`config.mk`:
```
export PLATFORM = sky130hd
export DESIGN_NAME = serial_subtractor_ctrl
export DESIGN_NICKNAME = d
export VERILOG_FILES = /design/src/rtl/serial_subtractor_ctrl.sv
export SDC_FILE = /design/constraint.sdc
export NUM_CORES = 1
export LEC_CHECK = 0
export ABC_AREA = 0
export BUFFER_PORTS_ARGS = -buffer_cell sky130_fd_sc_hd__buf_2
export CORE_AREA = 2 2 87 89
export CTS_CLUSTER_SIZE = 28
export DETAILED_ROUTE_END_ITERATION = 16
export DIE_AREA = 0 0 89 91
export GPL_ROUTABILITY_DRIVEN = 0
export RECOVER_POWER = 100
export SYNTH_ARGS = -nofsm -noshare
export SYNTH_HDL_FRONTEND = slang
export SYNTH_SLANG_ARGS = --single-unit
```
`constraint.sdc`:
```
create_clock -name clk -period 4.49 [get_ports clk]
set_clock_uncertainty 0.2 [all_clocks]
set_input_delay 0.449 -clock clk [delete_from_list [all_inputs] [get_ports clk]]
set_output_delay 0.449 -clock clk [all_outputs]
set_load 0.1 [all_outputs]
```
`src/rtl/serial_subtractor_ctrl.sv`:
```
// Bit-serial WIDTH-bit subtractor: one full subtractor plus a borrow flop.
// Operands stream LSB first; result, borrow and overflow publish with done.

module full_subtractor (
    input  logic x,
    input  logic y,
    input  logic bin,
    output logic difference,
    output logic borrow
);

    // Single-bit x - y - bin
    always_comb begin
        difference = x ^ y ^ bin;
        borrow     = (~x & y) | (~(x ^ y) & bin);
    end

endmodule

module serial_subtractor_ctrl #(
    parameter int WIDTH = 8
) (
    input  logic             clk,
    input  logic             rst,
    input  logic             start,
    input  logic [WIDTH-1:0] a,
    input  logic [WIDTH-1:0] b,
    input  logic             bin,
    output logic             busy,
    output logic             done,
    output logic [WIDTH-1:0] diff,
    output logic             borrow_out,
    output logic             ovf
);

    localparam int CW = $clog2(WIDTH) + 1;
    localparam logic [CW-1:0] LAST = CW'(WIDTH - 1);

    typedef enum logic [1:0] {
        IDLE = 2'd0,
        RUN  = 2'd1,
        DONE = 2'd2
    } state_t;

    state_t           state;
    logic [WIDTH-1:0] a_sh;
    logic [WIDTH-1:0] b_sh;
    logic [WIDTH-1:0] d_sh;
    logic             brw;
    logic [CW-1:0]    cnt;
    logic             a_msb;
    logic             b_msb;

    logic             fs_diff;
    logic             fs_borrow;
    logic [WIDTH-1:0] d_next;

    full_subtractor u_fs (
        .x          (a_sh[0]),
        .y          (b_sh[0]),
        .bin        (brw),
        .difference (fs_diff),
        .borrow     (fs_borrow)
    );

    // Difference register as it will look after this bit is shifted in
    always_comb begin
        d_next = {fs_diff, d_sh[WIDTH-1:1]};
    end

    // Controller FSM with registered status and result outputs
    always_ff @(posedge clk) begin
        if (rst) begin
            state      <= IDLE;
            a_sh       <= '0;
            b_sh       <= '0;
            d_sh       <= '0;
            brw        <= 1'b0;
            cnt        <= '0;
            a_msb      <= 1'b0;
            b_msb      <= 1'b0;
            busy       <= 1'b0;
            done       <= 1'b0;
            diff       <= '0;
            borrow_out <= 1'b0;
            ovf        <= 1'b0;
        end else begin
            done <= 1'b0;
            unique case (state)
                IDLE, DONE: begin
                    if (start) begin
                        a_sh  <= a;
                        b_sh  <= b;
                        brw   <= bin;
                        cnt   <= '0;
                        a_msb <= a[WIDTH-1];
                        b_msb <= b[WIDTH-1];
                        busy  <= 1'b1;
                        state <= RUN;
                    end else begin
                        state <= IDLE;
                    end
                end
                RUN: begin
                    a_sh <= {1'b0, a_sh[WIDTH-1:1]};
                    b_sh <= {1'b0, b_sh[WIDTH-1:1]};
                    d_sh <= d_next;
                    brw  <= fs_borrow;
                    cnt  <= cnt + 1'b1;
                    if (cnt == LAST) begin
                        diff       <= d_next;
                        borrow_out <= fs_borrow;
                        ovf        <= (a_msb != b_msb) &&
                                      (d_next[WIDTH-1] != a_msb);
                        busy       <= 1'b0;
                        done       <= 1'b1;
                        state      <= DONE;
                    end
                end
                default: begin
                    busy  <= 1'b0;
                    state <= IDLE;
                end
            endcase
        end
    end

endmodule

```
==> summary.txt, run 1 <==
Yosys
  – Sequential fraction of the synthesis area: 50.4%
  – Syn avg cell area: 8.70 um^2
  – Synth warn: 0
  – Net Count, Synth: 223
  – XOR/XNOR Fraction of Synth Area: 0%
  – Top FF cell, synth: dfxtp_1
  – Top-area cell type share of the netlist area: 50.4%
  – Synth Area in Simple Gates: 17.8%
  – Ys async rst share: 0%
  – Count leader, synth: dfxtp_1
  – Largest family of logic cells by synthesized area: compound AO/OA/AOI/OAI gates
  – Synth unique cells: 27
  – Post-synth EDFFs: 0
  – Yosys top cell by area: dfxtp_1
  – Synth area leaders: dfxtp_1 (50%), a21oi_1 (12%), nand3_1 (7.7%)
  – Cell count after synthesis: 201
  – Synth Cell Area: 1750 um^2
  – Register bit total from synthesis: 44
  – Mux cell area share after synthesis: 1.29%
  – Adder-Cell Fraction of Synth Area: 1.86%
  – Post-synthesis compound-gate area fraction: 22.5%
  – Commonest cells in the netlist: dfxtp_1 (44), a21oi_1 (42), nand3_1 (27)

Setup path
  – CP Cell Sequence: nand2b_1 -> clkbuf_1 -> o21ai_0 -> a21oi_1
  – Crit-path leading delay family: simple AND/OR/NAND/NOR gates
  – CP peak stage delay: 0.76 ns
  – Bufs and invs on worst path: 1
  – Required time worst endpoint: 4.51 ns
  – Critical Path Source Type: flop
  – CP arrival: 2.29 ns
  – CP endpoint kind: flop
  – CP max FO: 24
  – WS Path Type: flop to flop
  – CP max-delay cell: nand2b_1

Clocking
  – CTS tree: yes
  – Clk sink count: 44
  – Clock Latency Late Sink: 0.29 ns
  – Clock buffer depth: 2
  – Cts bufs inserted: 5
  – Root buf cell: clkbuf_8
  – Post-CTS Resized: 0
  – Setup bufs post-CTS: 0
  – Htree depth: 2
  – Worst-path clk slew: 0.08 ns
  – CTS Hold Bufs: 0

STA
  – Final hold vios: 0
  – Final setup violation count: 0
  – Pins Over Slew Limit: 0
  – RSZ-0062 raised after global routing: no
  – Final min period: 2.27 ns
  – TNS Setup: 0 ns
  – Final setup margin: 2.22 ns
  – Maximum clock rate: 440 MHz
  – Final period utilization: 50.6%
  – Slew HR: 20.7%
  – Worst Max-Slew Pin Slew: 1.19 ns

Detailed routing
  – DR iter-0 viols: 130
  – Met3 routed WL: 274 um
  – Highest metal layer with signal wires: met4
  – Wire length on met1: 1.78 mm
  – Post-route ant nets: 0
  – Via/cell ratio: 4.66
  – DRT Pass-1 Iters: 4
  – Wirelength per Cell: 11.7 um
  – Final WL: 3.78 mm
  – Via count: 1501
  – DRC Markers: 0
  – WL met2: 1.66 mm

Floorplanning
  – Core box area: 7140 um^2
  – Die area: 8100 um^2
  – Chip width: 89 um
  – Die extent in y: 91 um
  – Number of core rows: 31
  – Ports: 32
  – Initial core utilization: 24.5%

Cells and area
  – Layout cells sized above 1: 12.1%
  – Diodes inserted: 0
  – Nets@finish: 244
  – End-of-flow core utilization: 28.2%
  – Area grow syn2layout: 15.2%

Place
  – Number of port buffers: 31
  – Dpl ws: 2.40 ns
  – HPWL Detailed: 2.40 mm

Power and ir drop
  – Combinational share of power: 11.2%
  – Worst vdd ir: 0.109 mV
  – Clock power share: 33.3%
  – Int Pwr: 0.558 mW
  – Lkg Pwr: 0.685 nW
  – Power, Total: 0.747 mW
  – Psw: 0.189 mW
  – Switching Fraction: 25.2%
  – Seq pwr share: 55.4%
  – Pwr dens: 371 nW/um^2

Global route
  – First-pass GRT wire length: 6.15 mm
  – Tot GR Track Use: 9.56%
  – Grt total ovfl: 0
  – Initial antenna violation count: 0
  – Largest net degree at the start of global routing: 46
  – Vias in the first global route: 1332

Run status
  – Outcome: completed

Run
  – Max_cap viols: 0

Hold path
  – Worst Hold Class: primary input to flop
## final timing paths
| check | from | end | slack [ns] | cells after the start |
|---|---|---|---|---|
| hold / removal | b[6] | b_sh[6] | 0.24 | 3 |
| hold reg to reg | d_sh[1] | d_sh[1] | 0.26 | 2 |
| setup reg to reg | state[1] | diff[2] | 2.22 | 4 |
| setup / recovery | state[1] | diff[2] | 2.22 | 4 |
## stage by stage
step / instances / hold slack (ns) / instance area, um^2
2_1_floorplan: 201 / 0.237 / 1750
3_3_place_gp: 314 / 0.246 / 1940
3_5_place_dp: 314 / 0.251 / 1940
4_1_cts: 322 / 0.227 / 2030
5_1_grt: 322 / 0.243 / 2010
6_report: 322 / 0.237 / 2010
## cell families (layout without fill, tap and decap cells)
family	Yosys count	count (layout)
buffers and inverters	21	43
multiplexers	2	2
flip-flops	44	44
adder cells (fa/ha/maj)	2	2
AO/OA/AOI/OAI	69	69
AND/OR/NAND/NOR	63	63
## tightest hold or removal path, cell delays in order
cell and delay, ns:
buf_2 0.08, a22oi_1 0.05, a21oi_1 0.11
## power by group through the flow
stage,clock network (mW),registers (mW),logic (mW)
final,0.249,0.414,0.0839
after floorplan,0,0.428,0.0604
after detailed placement,0,0.423,0.0844
after global placement,0,0.423,0.0837
after CTS,0.255,0.414,0.0848
after global routing,0.269,0.416,0.0932
## metal layers
layer	up-vias	GRT usage (%)
met5	-	0
met4	0	3.98
met3	6	3.82
li1	754	-
met2	41	13.8
met1	700	12.5
## cell usage in the layout, fill, tap and decap left out, types with 4 or more instances in the layout
master	n
a21oi_1	42
a22oi_1	14
buf_2	19
clkbuf_1	15
clkbuf_8	6
dfxtp_1	44
nand2_1	19
nand3_1	27
nor2_1	4
o21ai_0	8
## cell type report
cell class                      instances  area, um^2
Sequential cell                        44         881
Timing Repair Buffer                   33         151
Inverter                                2        7.51
Tap cell                               99         124
Multi-Input combinational cell        136         759
Clock buffer                            8        90.1
Fill cell                             793        5120
## registers in the layout, indices dropped and copies added, names as in the netlist, 2 cells and up
name,count
d_sh,7
b_sh,8
a_sh,8
diff,8
state,2
cnt,4
Note: power is estimated with default switching activity, not from simulation.
==> inputs of run 2 (changes only) <==
==> constraint.sdc (replaced) <==
create_clock -name clk -period 2.05 [get_ports clk]
set_clock_uncertainty 0.2 [all_clocks]
set_input_delay 0.205 -clock clk [delete_from_list [all_inputs] [get_ports clk]]
set_output_delay 0.205 -clock clk [all_outputs]
set_load 0.1 [all_outputs]
==> run 2 against run 1 <==
  * Combinational power grew to 2.5 times the previous value
  * Non-clock buffer count grew 19
  * Setup slack lost 1.9 ns
  * Clock power grew 110%
  * Via count grew 4.3%
  * Critical path depth is the same
  * Final cell count grew 5.6%
  * First-iteration DRC count shrank 9.2%
  * Critical endpoint is now borrow_out
  * Highest routed layer unchanged
==> summary.txt, run 2 (synthesis results as in run 1) <==
STA
  – Final min period: 1.71 ns (was 2.27 ns)
  – Worst Max-Slew Pin Slew: 0.548 ns (was 1.19 ns)
  – Maximum clock rate: 583 MHz (was 440 MHz)
  – Final period utilization: 83.6% (was 50.6%)
  – Final hold vios: 0 (unchanged)
  – RSZ-0062 raised after global routing: no (unchanged)
  – Pins Over Slew Limit: 0 (unchanged)
  – TNS Setup: 0 ns (unchanged)
  – Final setup violation count: 0 (unchanged)
  – Hold Slack: 0.00980 ns (was 0.237 ns)
  – Final setup margin: 0.336 ns (was 2.22 ns)
  – Slew HR: 63.6% (was 20.7%)

Cells and area
  – Layout cells sized above 1: 19.1% (was 12.1%)
  – Commonest non-fill, non-tap cell in the layout: dfxtp_1 (unchanged)
  – Finished Cell Area: 2190 um^2 (was 2010 um^2)
  – Largest regs: a_sh: 8 flops, b_sh: 8 flops, diff: 8 flops (unchanged)
  – Nets@finish: 263 (was 244)
  – Diodes inserted: 0 (unchanged)
  – Area grow syn2layout: 25.5% (was 15.2%)
  – Post-route insts no fill: 340 (was 322)
  – Most frequent cells in the layout: dfxtp_1 (44), a21oi_1 (42), nand3_1 (27), nand2_1 (19), buf_2 (19) (unchanged)
  – End-of-flow core utilization: 30.7% (was 28.2%)

Power and ir drop
  – Pwr dens: 751 nW/um^2 (was 371 nW/um^2)
  – Worst vdd ir: 0.239 mV (was 0.109 mV)
  – Power, Total: 1.65 mW (was 0.747 mW)
  – Lkg Pwr: 0.805 nW (was 0.685 nW)

Detailed routing
  – Via count: 1566 (was 1501)
  – DRC Markers: 0 (unchanged)
  – DR iter-0 viols: 118 (was 130)
  – Wirelength per Cell: 12.1 um (was 11.7 um)
  – Final WL: 4.11 mm (was 3.78 mm)
  – Via/cell ratio: 4.61 (was 4.66)
  – Post-route ant nets: 0 (unchanged)
  – DRT Pass-1 Iters: 4 (unchanged)

Floorplanning
  – Initial core utilization: 24.5% (unchanged)
  – Die area: 8100 um^2 (unchanged)
  – Chip width: 89 um (unchanged)
  – Die extent in y: 91 um (unchanged)
  – Number of core rows: 31 (unchanged)
  – Ports: 32 (unchanged)
  – Core box area: 7140 um^2 (unchanged)

Hold path
  – Hold Crit Start: a[4] (was b[6])
  – Worst hold endpoint: a_sh[4] (was b_sh[6])
  – Worst Hold Class: primary input to flop (unchanged)
  – Worst Hold Depth: 3 (unchanged)

Clocking
  – CTS tree: yes (unchanged)
  – Clock buffer depth: 2 (unchanged)
  – Clock Latency Late Sink: 0.30 ns (was 0.29 ns)
  – Worst-path clk slew: 0.08 ns (about the same)
  – Clk sink count: 44 (unchanged)
  – Htree depth: 2 (unchanged)
  – Cts bufs inserted: 5 (unchanged)
  – Post-CTS Resized: 0 (unchanged)
  – Root buf cell: clkbuf_8 (unchanged)

Global route
  – Initial antenna violation count: 0 (unchanged)
  – Tot GR Track Use: 10.3% (was 9.56%)
  – First-pass GRT wire length: 6.69 mm (was 6.15 mm)
  – Largest net degree at the start of global routing: 26 (was 46)
  – Grt total ovfl: 0 (unchanged)
  – Vias in the first global route: 1420 (was 1332)

Setup path
  – Reg2reg setup slack: 0.34 ns (was 2.22 ns)
  – Worst r2r src: state[0] (was state[1])
  – CP endpoint kind: flop (unchanged)
  – RR Endpoint: borrow_out (was diff[2])
  – Required time worst endpoint: 2.06 ns (was 4.51 ns)
  – Critical Path Source Type: flop (unchanged)
  – CP max FO: 14 (was 24)
  – R2r worst-path depth: 4 (unchanged)
  – CP arrival: 1.72 ns (was 2.29 ns)
  – WS Path Type: flop to flop (unchanged)

Place
  – HPWL Detailed: 2.62 mm (was 2.40 mm)
  – DP Area: 1980 um^2 (was 1940 um^2)
  – Dpl ws: 0.367 ns (was 2.40 ns)
  – Number of port buffers: 31 (unchanged)
  – Placed insts: 319 (was 314)

Run status
  – Outcome: completed (unchanged)

Run
  – Max_cap viols: 0 (unchanged)
-- run 2: cell count changes in the layout (fill, tap and decap cells not counted) --
cell           delta
buf_4             +3
clkbuf_1         -15
clkbuf_2         +15
clkbuf_8          -1
clkinv_2          +1
clkinvlp_4        +1
dlygate4sd3_1    +14
-- run 2: per-layer routing --
| layer | GRT usage [%] | routed length (um) | up-vias |
|---|---|---|---|
| met3 | 2.91 | 212 | 5 |
| met1 | 13.8 | 1950 | 733 |
| met5 | 0 | 0 | - |
| li1 | - | - | 793 |
| met2 | 15.8 | 1910 | 35 |
| met4 | 3.23 | 44 | 0 |
-- run 2: worst max path at each step --
stage | startpoint | end | slack (ns) | cells after the start
floorplan | b_sh[0] | ovf | 0.45 | 5
global placement | b_sh[0] | ovf | 0.42 | 5
detailed placement | b_sh[0] | ovf | 0.37 | 5
CTS | b_sh[0] | ovf | 0.35 | 5
global route | state[0] | ovf | 0.18 | 4
finish | state[0] | borrow_out | 0.34 | 4
-- run 2: layout make-up --
| cell class | instances | area, um^2 |
|---|---|---|
| flip-flops and latches | 44 | 881 |
| multi-input cells | 136 | 759 |
| repair buffers | 52 | 340 |
| well taps | 99 | 124 |
| inverters | 2 | 7.51 |
| clock buffers | 5 | 68.8 |
| fillers | 804 | 4940 |
| clock inverters | 2 | 12.5 |
-- run 2: what timing repair did --
action | 4_1_cts | 5_1_grt
buffers inserted | 0 | 0
setup endpoints to repair | 0 | 0
hold endpoints to repair | 16 | 0
hold buffers | 14 | 0
-- run 2: worst max-delay path, stage by stage (launching register included) --
cell      delay, ns
dfxtp_1        0.37
and2b_1        0.36
clkbuf_2       0.36
a21oi_1        0.10
a211oi_1       0.22
-- run 2: report_power, final --
group          switching [mW]  internal [mW]
clock                   0.296          0.231
sequential             0.0206          0.888
combinational           0.127         0.0845
